[config.mk]
export PLATFORM = sky130hd
export DESIGN_NAME = mem_access_unit
export DESIGN_NICKNAME = d
export VERILOG_FILES = /design/src/rtl/mips_pkg.sv /design/src/rtl/mem_lane_align.sv /design/src/rtl/mem_access_unit.sv
export SDC_FILE = /design/constraint.sdc
export NUM_CORES = 1
export LEC_CHECK = 0
export CORE_MARGIN = 8
export CORE_UTILIZATION = 60
export DETAILED_ROUTE_END_ITERATION = 16
export DONT_BUFFER_PORTS = 1
export PLACE_DENSITY = 0.76
export SLEW_MARGIN = 10
export SYNTH_ARGS = -nofsm -noshare
export SYNTH_HDL_FRONTEND = slang
export SYNTH_SLANG_ARGS = --single-unit
[constraint.sdc]
create_clock -name clk -period 5.9 [get_ports clk]
set_input_delay 1.18 -clock clk [delete_from_list [all_inputs] [get_ports clk]]
set_output_delay 1.18 -clock clk [all_outputs]
set_load 0.03 [all_outputs]
[src/rtl/mips_pkg.sv]
// Shared encodings for the load/store unit: access ops, FSM states, lane offsets.
package mips_pkg;

  typedef enum logic [2:0] {
    OP_LB  = 3'd0,
    OP_LBU = 3'd1,
    OP_LH  = 3'd2,
    OP_LHU = 3'd3,
    OP_LW  = 3'd4,
    OP_SB  = 3'd5,
    OP_SH  = 3'd6,
    OP_SW  = 3'd7
  } op_t;

  typedef enum logic [1:0] {
    ST_IDLE = 2'd0,
    ST_RD   = 2'd1,
    ST_WR   = 2'd2,
    ST_RESP = 2'd3
  } state_t;

  // Big-endian lanes: offset 0 is the most significant byte / halfword.
  localparam logic [1:0] BYTE_OFF0 = 2'd0;
  localparam logic [1:0] BYTE_OFF1 = 2'd1;
  localparam logic [1:0] BYTE_OFF2 = 2'd2;
  localparam logic [1:0] BYTE_OFF3 = 2'd3;
  localparam logic [1:0] HALF_OFF0 = 2'd0;
  localparam logic [1:0] HALF_OFF2 = 2'd2;

  function automatic logic is_load(input op_t op);
    return op inside {OP_LB, OP_LBU, OP_LH, OP_LHU, OP_LW};
  endfunction

  function automatic logic misaligned(input op_t op, input logic [1:0] off);
    case (op)
      OP_LW, OP_SW:        return off != 2'd0;
      OP_LH, OP_LHU, OP_SH: return off[0];
      default:             return 1'b0;
    endcase
  endfunction

endpackage

[src/rtl/mem_lane_align.sv]
// Combinational lane steering: extract/extend load data and merge sub-word store data
// into the previously read word. No state, no handshake.
module mem_lane_align
  import mips_pkg::*;
(
  input  logic [1:0]  i_off,
  input  op_t         i_op,
  input  logic [31:0] i_word,
  input  logic [15:0] i_sdata,
  output logic [31:0] o_rdata,
  output logic [31:0] o_wdata
);

  logic [7:0]  w_byte;
  logic [15:0] w_half;

  always_comb begin
    case (i_off)
      BYTE_OFF0: w_byte = i_word[31:24];
      BYTE_OFF1: w_byte = i_word[23:16];
      BYTE_OFF2: w_byte = i_word[15:8];
      default:   w_byte = i_word[7:0];
    endcase
  end

  assign w_half = (i_off == HALF_OFF2) ? i_word[15:0] : i_word[31:16];

  always_comb begin
    case (i_op)
      OP_LB:   o_rdata = {{24{w_byte[7]}}, w_byte};
      OP_LBU:  o_rdata = {24'h0, w_byte};
      OP_LH:   o_rdata = {{16{w_half[15]}}, w_half};
      OP_LHU:  o_rdata = {16'h0, w_half};
      OP_LW:   o_rdata = i_word;
      default: o_rdata = 32'h0;
    endcase
  end

  always_comb begin
    o_wdata = i_word;
    if (i_op == OP_SB) begin
      case (i_off)
        BYTE_OFF0: o_wdata[31:24] = i_sdata[7:0];
        BYTE_OFF1: o_wdata[23:16] = i_sdata[7:0];
        BYTE_OFF2: o_wdata[15:8]  = i_sdata[7:0];
        BYTE_OFF3: o_wdata[7:0]   = i_sdata[7:0];
        default:   o_wdata = i_word;
      endcase
    end else if (i_op == OP_SH) begin
      if (i_off == HALF_OFF0) o_wdata[31:16] = i_sdata;
      else                    o_wdata[15:0]  = i_sdata;
    end
  end

endmodule

[src/rtl/mem_access_unit.sv]
// Single-outstanding load/store initiator; resp after 1 (error), 2 (load/SW), 3 (SB/SH RMW) cycles.
// req_ready only in IDLE; response held stable until resp_ready.
module mem_access_unit
  import mips_pkg::*;
#(
  parameter int ADDR_W = 32
) (
  input  logic              clk,
  input  logic              rst_n,
  input  logic              req_valid,
  output logic              req_ready,
  input  logic [2:0]        req_op,
  input  logic [ADDR_W-1:0] req_addr,
  input  logic [31:0]       req_wdata,
  output logic              resp_valid,
  input  logic              resp_ready,
  output logic [31:0]       resp_rdata,
  output logic              resp_err,
  output logic [ADDR_W-1:0] mem_addr,
  output logic [31:0]       mem_wdata,
  output logic              mem_rd,
  output logic              mem_wr,
  input  logic [31:0]       mem_rdata
);

  state_t              r_state;
  op_t                 r_op;
  logic [1:0]          r_off;
  logic [15:0]         r_sdata;
  logic                r_req_ready;
  logic                r_resp_valid;
  logic                r_resp_err;
  logic [31:0]         r_resp_rdata;
  logic [ADDR_W-1:0]   r_mem_addr;
  logic [31:0]         r_mem_wdata;
  logic                r_mem_rd;
  logic                r_mem_wr;

  op_t                 w_op;
  logic                w_mis;
  logic [ADDR_W-1:0]   w_word_addr;
  logic [31:0]         w_ld_data;
  logic [31:0]         w_st_word;

  assign w_op        = op_t'(req_op);
  assign w_mis       = misaligned(w_op, req_addr[1:0]);
  assign w_word_addr = {req_addr[ADDR_W-1:2], 2'b00};

  // mem_rdata is only valid during the RD strobe; both results are registered on that edge.
  mem_lane_align u_align (
    .i_off   (r_off),
    .i_op    (r_op),
    .i_word  (mem_rdata),
    .i_sdata (r_sdata),
    .o_rdata (w_ld_data),
    .o_wdata (w_st_word)
  );

  always_ff @(posedge clk or negedge rst_n) begin
    if (!rst_n) begin
      r_state      <= ST_IDLE;
      r_op         <= OP_LB;
      r_off        <= 2'd0;
      r_sdata      <= 16'h0;
      r_req_ready  <= 1'b1;
      r_resp_valid <= 1'b0;
      r_resp_err   <= 1'b0;
      r_resp_rdata <= 32'h0;
      r_mem_addr   <= '0;
      r_mem_wdata  <= 32'h0;
      r_mem_rd     <= 1'b0;
      r_mem_wr     <= 1'b0;
    end else begin
      r_mem_rd <= 1'b0;
      r_mem_wr <= 1'b0;
      case (r_state)
        ST_IDLE: begin
          if (req_valid) begin
            r_op        <= w_op;
            r_off       <= req_addr[1:0];
            r_sdata     <= req_wdata[15:0];
            r_req_ready <= 1'b0;
            if (w_mis) begin
              r_state      <= ST_RESP;
              r_resp_valid <= 1'b1;
              r_resp_err   <= 1'b1;
              r_resp_rdata <= 32'h0;
            end else if (w_op == OP_SW) begin
              r_state     <= ST_WR;
              r_mem_wr    <= 1'b1;
              r_mem_addr  <= w_word_addr;
              r_mem_wdata <= req_wdata;
            end else begin
              r_state    <= ST_RD;
              r_mem_rd   <= 1'b1;
              r_mem_addr <= w_word_addr;
            end
          end
        end
        ST_RD: begin
          if (is_load(r_op)) begin
            r_state      <= ST_RESP;
            r_resp_valid <= 1'b1;
            r_resp_err   <= 1'b0;
            r_resp_rdata <= w_ld_data;
          end else begin
            r_state     <= ST_WR;
            r_mem_wr    <= 1'b1;
            r_mem_wdata <= w_st_word;
          end
        end
        ST_WR: begin
          r_state      <= ST_RESP;
          r_resp_valid <= 1'b1;
          r_resp_err   <= 1'b0;
          r_resp_rdata <= 32'h0;
        end
        ST_RESP: begin
          if (resp_ready) begin
            r_state      <= ST_IDLE;
            r_resp_valid <= 1'b0;
            r_req_ready  <= 1'b1;
          end
        end
        default: r_state <= ST_IDLE;
      endcase
    end
  end

  assign req_ready  = r_req_ready;
  assign resp_valid = r_resp_valid;
  assign resp_err   = r_resp_err;
  assign resp_rdata = r_resp_rdata;
  assign mem_addr   = r_mem_addr;
  assign mem_wdata  = r_mem_wdata;
  assign mem_rd     = r_mem_rd;
  assign mem_wr     = r_mem_wr;

endmodule

==> results.yml <==
floorplanning:
  floorplan.initialDensity_pct: 61.4
  die_x_um: 121
  std_cell_rows: 38
  dieHeight_um: 121
  pin_count: 204
  design.die.area_mm2: 0.0147
  core_region_area_mm2: 0.0108
setup_path:
  worstPathRequired_ns: 6.30
  worstSetupStartpointType: "register"
  critPathCaptureType: "register"
  crit_arrival_ns: 3.87
  worstPathMaxFanout: 23
  setup.worst_path.start: "r_state[0]$_DFFE_PN0P_"
  worst-setup-path-type: "reg2reg"
  critical_path.reg2reg.startpoint: "r_state[0]$_DFFE_PN0P_"
grt:
  grt_start_max_net_pins: 123
  number_of_global_route_vias_before_repair: 5282
  grt_pass1_wl_mm: 30.6
  antenna_found_initial: 0
  globalRoute.totalOverflow: 0
  global_route_total_usage_across_every_layer_pct: 27.1
drt:
  initialDrtViolationCount: 599
  detail_route.wirelength_mm: 20.1
  drt-pass1-iter-count: 6
  post_drt_via_cell_ratio: 7.13
  route.detailed.wl_per_inst_um: 27.1
  route.vias.total: 5302
  ant_nets: 0
  post-route-drc-count: 0
synth:
  ys.flop_type: "dfrtp_1"
  largest_cells_by_area_after_synthesis: "dfrtp_1 45%, mux2_2 10%, a211oi_1 4.1%"
  postSynthAreaPerCell_um2: 10.7
  yosys.area.top_type: "dfrtp_1"
  syn-instance-count: 624
  yosys.cell_types.count: 60
  seq_area_frac_synth_pct: 45.9
  number_of_enable_type_register_cells_in_the_synthesized_netlist: 0
  synth.yosys.warnings: 0
  post-synth-top-area-fraction_pct: 45.5
  synth_register_bits: 122
  post_synth_instance_area_mm2: 0.00666
  synth_async_sr_flop_share_pct: 100
timing:
  grt_setup_unrepaired: "no"
  setup_violations: 0
  worst_clock_skew_ns: 0.0117
  timing.final.crit_period_ns: 3.47
  timing.setup.tns_ns: 0
  min_period_over_period_pct: 58.9
  slew_violations: 0
  tightest_slew_ns: 1.16
  fmax_ghz: 0.288
  final-hold-violation-count: 0
  timing.max_slew.rel_slack_pct: 22.8
final_layout:
  final_layout_size_suffix_gt1_share_pct: 18.1
  synthToLayoutAreaGrowth_pct: 7.50
  layout_common_cells: "121 x dfrtp_1, 59 x mux2_2, 41 x o21ai_0, 36 x a211oi_1, 31 x nor2_1"
  fin_util_pct: 66.0
  layout.filler_cells: 845
  final_net_count: 697
  layout.cells.most_common: "dfrtp_1"
clock_tree:
  cts_repair_resize_count: 0
  clk_pin_slew_worst_paths_ns: 0.07
  clkLatencyLatePin_ns: 0.52
  cts_post_setup_buffers_inserted: 0
  clock_tree.root_cell: "clkbuf_8"
  cts-buffers-inserted: 17
  cts.hold.buffers_added: 0
  tritoncts: "done"
  cts_max_level: 4
  clock-sinks: 122
  max-clock-path-buffers: 2
job:
  timing.max_cap.violations: 0
placement:
  post-dp-hpwl_mm: 14.4
  port_buffers: 0
  gp_routability_congestion: 0.890
run_status:
  outcome: "completed"
pwr:
  static_leakage_nw: 3.01
  ir_drop_mv: 0.428
  power.density_mw_per_mm2: 703
hold_path:
  hold_path.class: "in2async"
[power by group]
part	total [mW]	switching (mW)	internal, mW
clock	1.01	0.384	0.624
combinational	1.77	1.01	0.763
sequential	2.25	1.03	1.22
[cell families (layout without fill, tap and decap cells)]
logic type      count (synthesis)  in the layout  synth area share, %
compound gates                217            217                 24.9
xor+xnor                        2              2                0.263
fa+ha+maj                       4              4                0.752
buf+inv                        80             58                 5.60
flops                         122            122                 45.9
mux                            69             69                 12.0
other cells                     1              3               0.0563
simple gates                  129            129                 10.5
[sequential cells by signal (all words and copies together), names as in the netlist]
register    flops
mem_addr       30
r_op            3
mem_wdata      32
req_ready       1
r_off           2
mem_wr          1
resp_rdata     32
mem_rd          1
r_state         2
resp_err        1
r_sdata        16
resp_valid      1
[cells in the mapped netlist (all sizes together) (2+ instances only)]
cell type / number
o22a: 8
nand4: 2
o41ai: 8
clkbuf: 28
a2111oi: 7
a221oi: 13
and3b: 14
mux2: 59
or2: 3
nor2: 33
o21ai: 42
dfrtp: 121
a22o: 16
a222oi: 3
a21o: 2
or3b: 2
a32o: 9
a21oi: 13
o31ai: 12
a211oi: 36
nand3b: 11
o211a: 8
o21bai: 2
nand3: 5
o2bb2ai: 15
ha: 4
nor3: 16
xnor2: 2
inv: 20
nor2b: 3
mux4: 3
mux2i: 7
o31a: 8
nand2b: 4
buf: 32
a211o: 10
nand2: 31
[worst paths after layout]
kind                                              to  cells after the start  slack (ns)
hold / removal             mem_wdata[23]$_DFFE_PN0P_                      0        0.35
setup / recovery           mem_wdata[13]$_DFFE_PN0P_                      6        2.43
setup reg to reg           mem_wdata[13]$_DFFE_PN0P_                      6        2.43
max in group asynchronous      req_ready$_DFFE_PN1P_                      0        5.22
min in group clk              r_state[0]$_DFFE_PN0P_                      1        0.56
hold reg to reg               r_state[0]$_DFFE_PN0P_                      1        0.56
[layout make-up]
cell class	count	area [µm²]	area share, %
tap	140	175	2.45
clock buffer	22	453	6.33
inverter	20	75.1	1.05
clock inverter	10	118	1.64
sequential	122	3050	42.7
antenna	1	2.50	0.0350
multi-input combinational	423	3230	45.2
timing repair buffer	6	45.0	0.629
[metal layers]
layer  global-route usage, %  up-vias  part of all wire [%]
met5                       0        -                     0
met4                    12.6        0                   3.1
met3                    14.0       54                    16
met2                    40.1      350                    45
met1                    32.1     2586                    36
li1                        -     2312                     -
[stage by stage]
stage          cells  setup WS (ns)  cell area [µm²]  power, mW  hold slack [ns]
2_1_floorplan    625           3.17             6660       3.61            0.500
3_3_place_gp     711           2.62             6580       3.91            0.519
3_5_place_dp     711           2.49             6580       3.98            0.538
4_1_cts          743           2.46             7150       5.02            0.334
5_1_grt          743           2.16             7150       5.31            0.318
6_report         744           2.43             7160       5.03            0.355
[worst max-delay path, stage by stage (launching register included)]
cell and delay, ns:
dfrtp_1 0.41, inv_1 0.10, ha_1 0.54, nand2_2 0.49, o32a_1 0.74, nor2_2 0.65, mux2_2 0.41
Power figures use the tool's default switching activity.
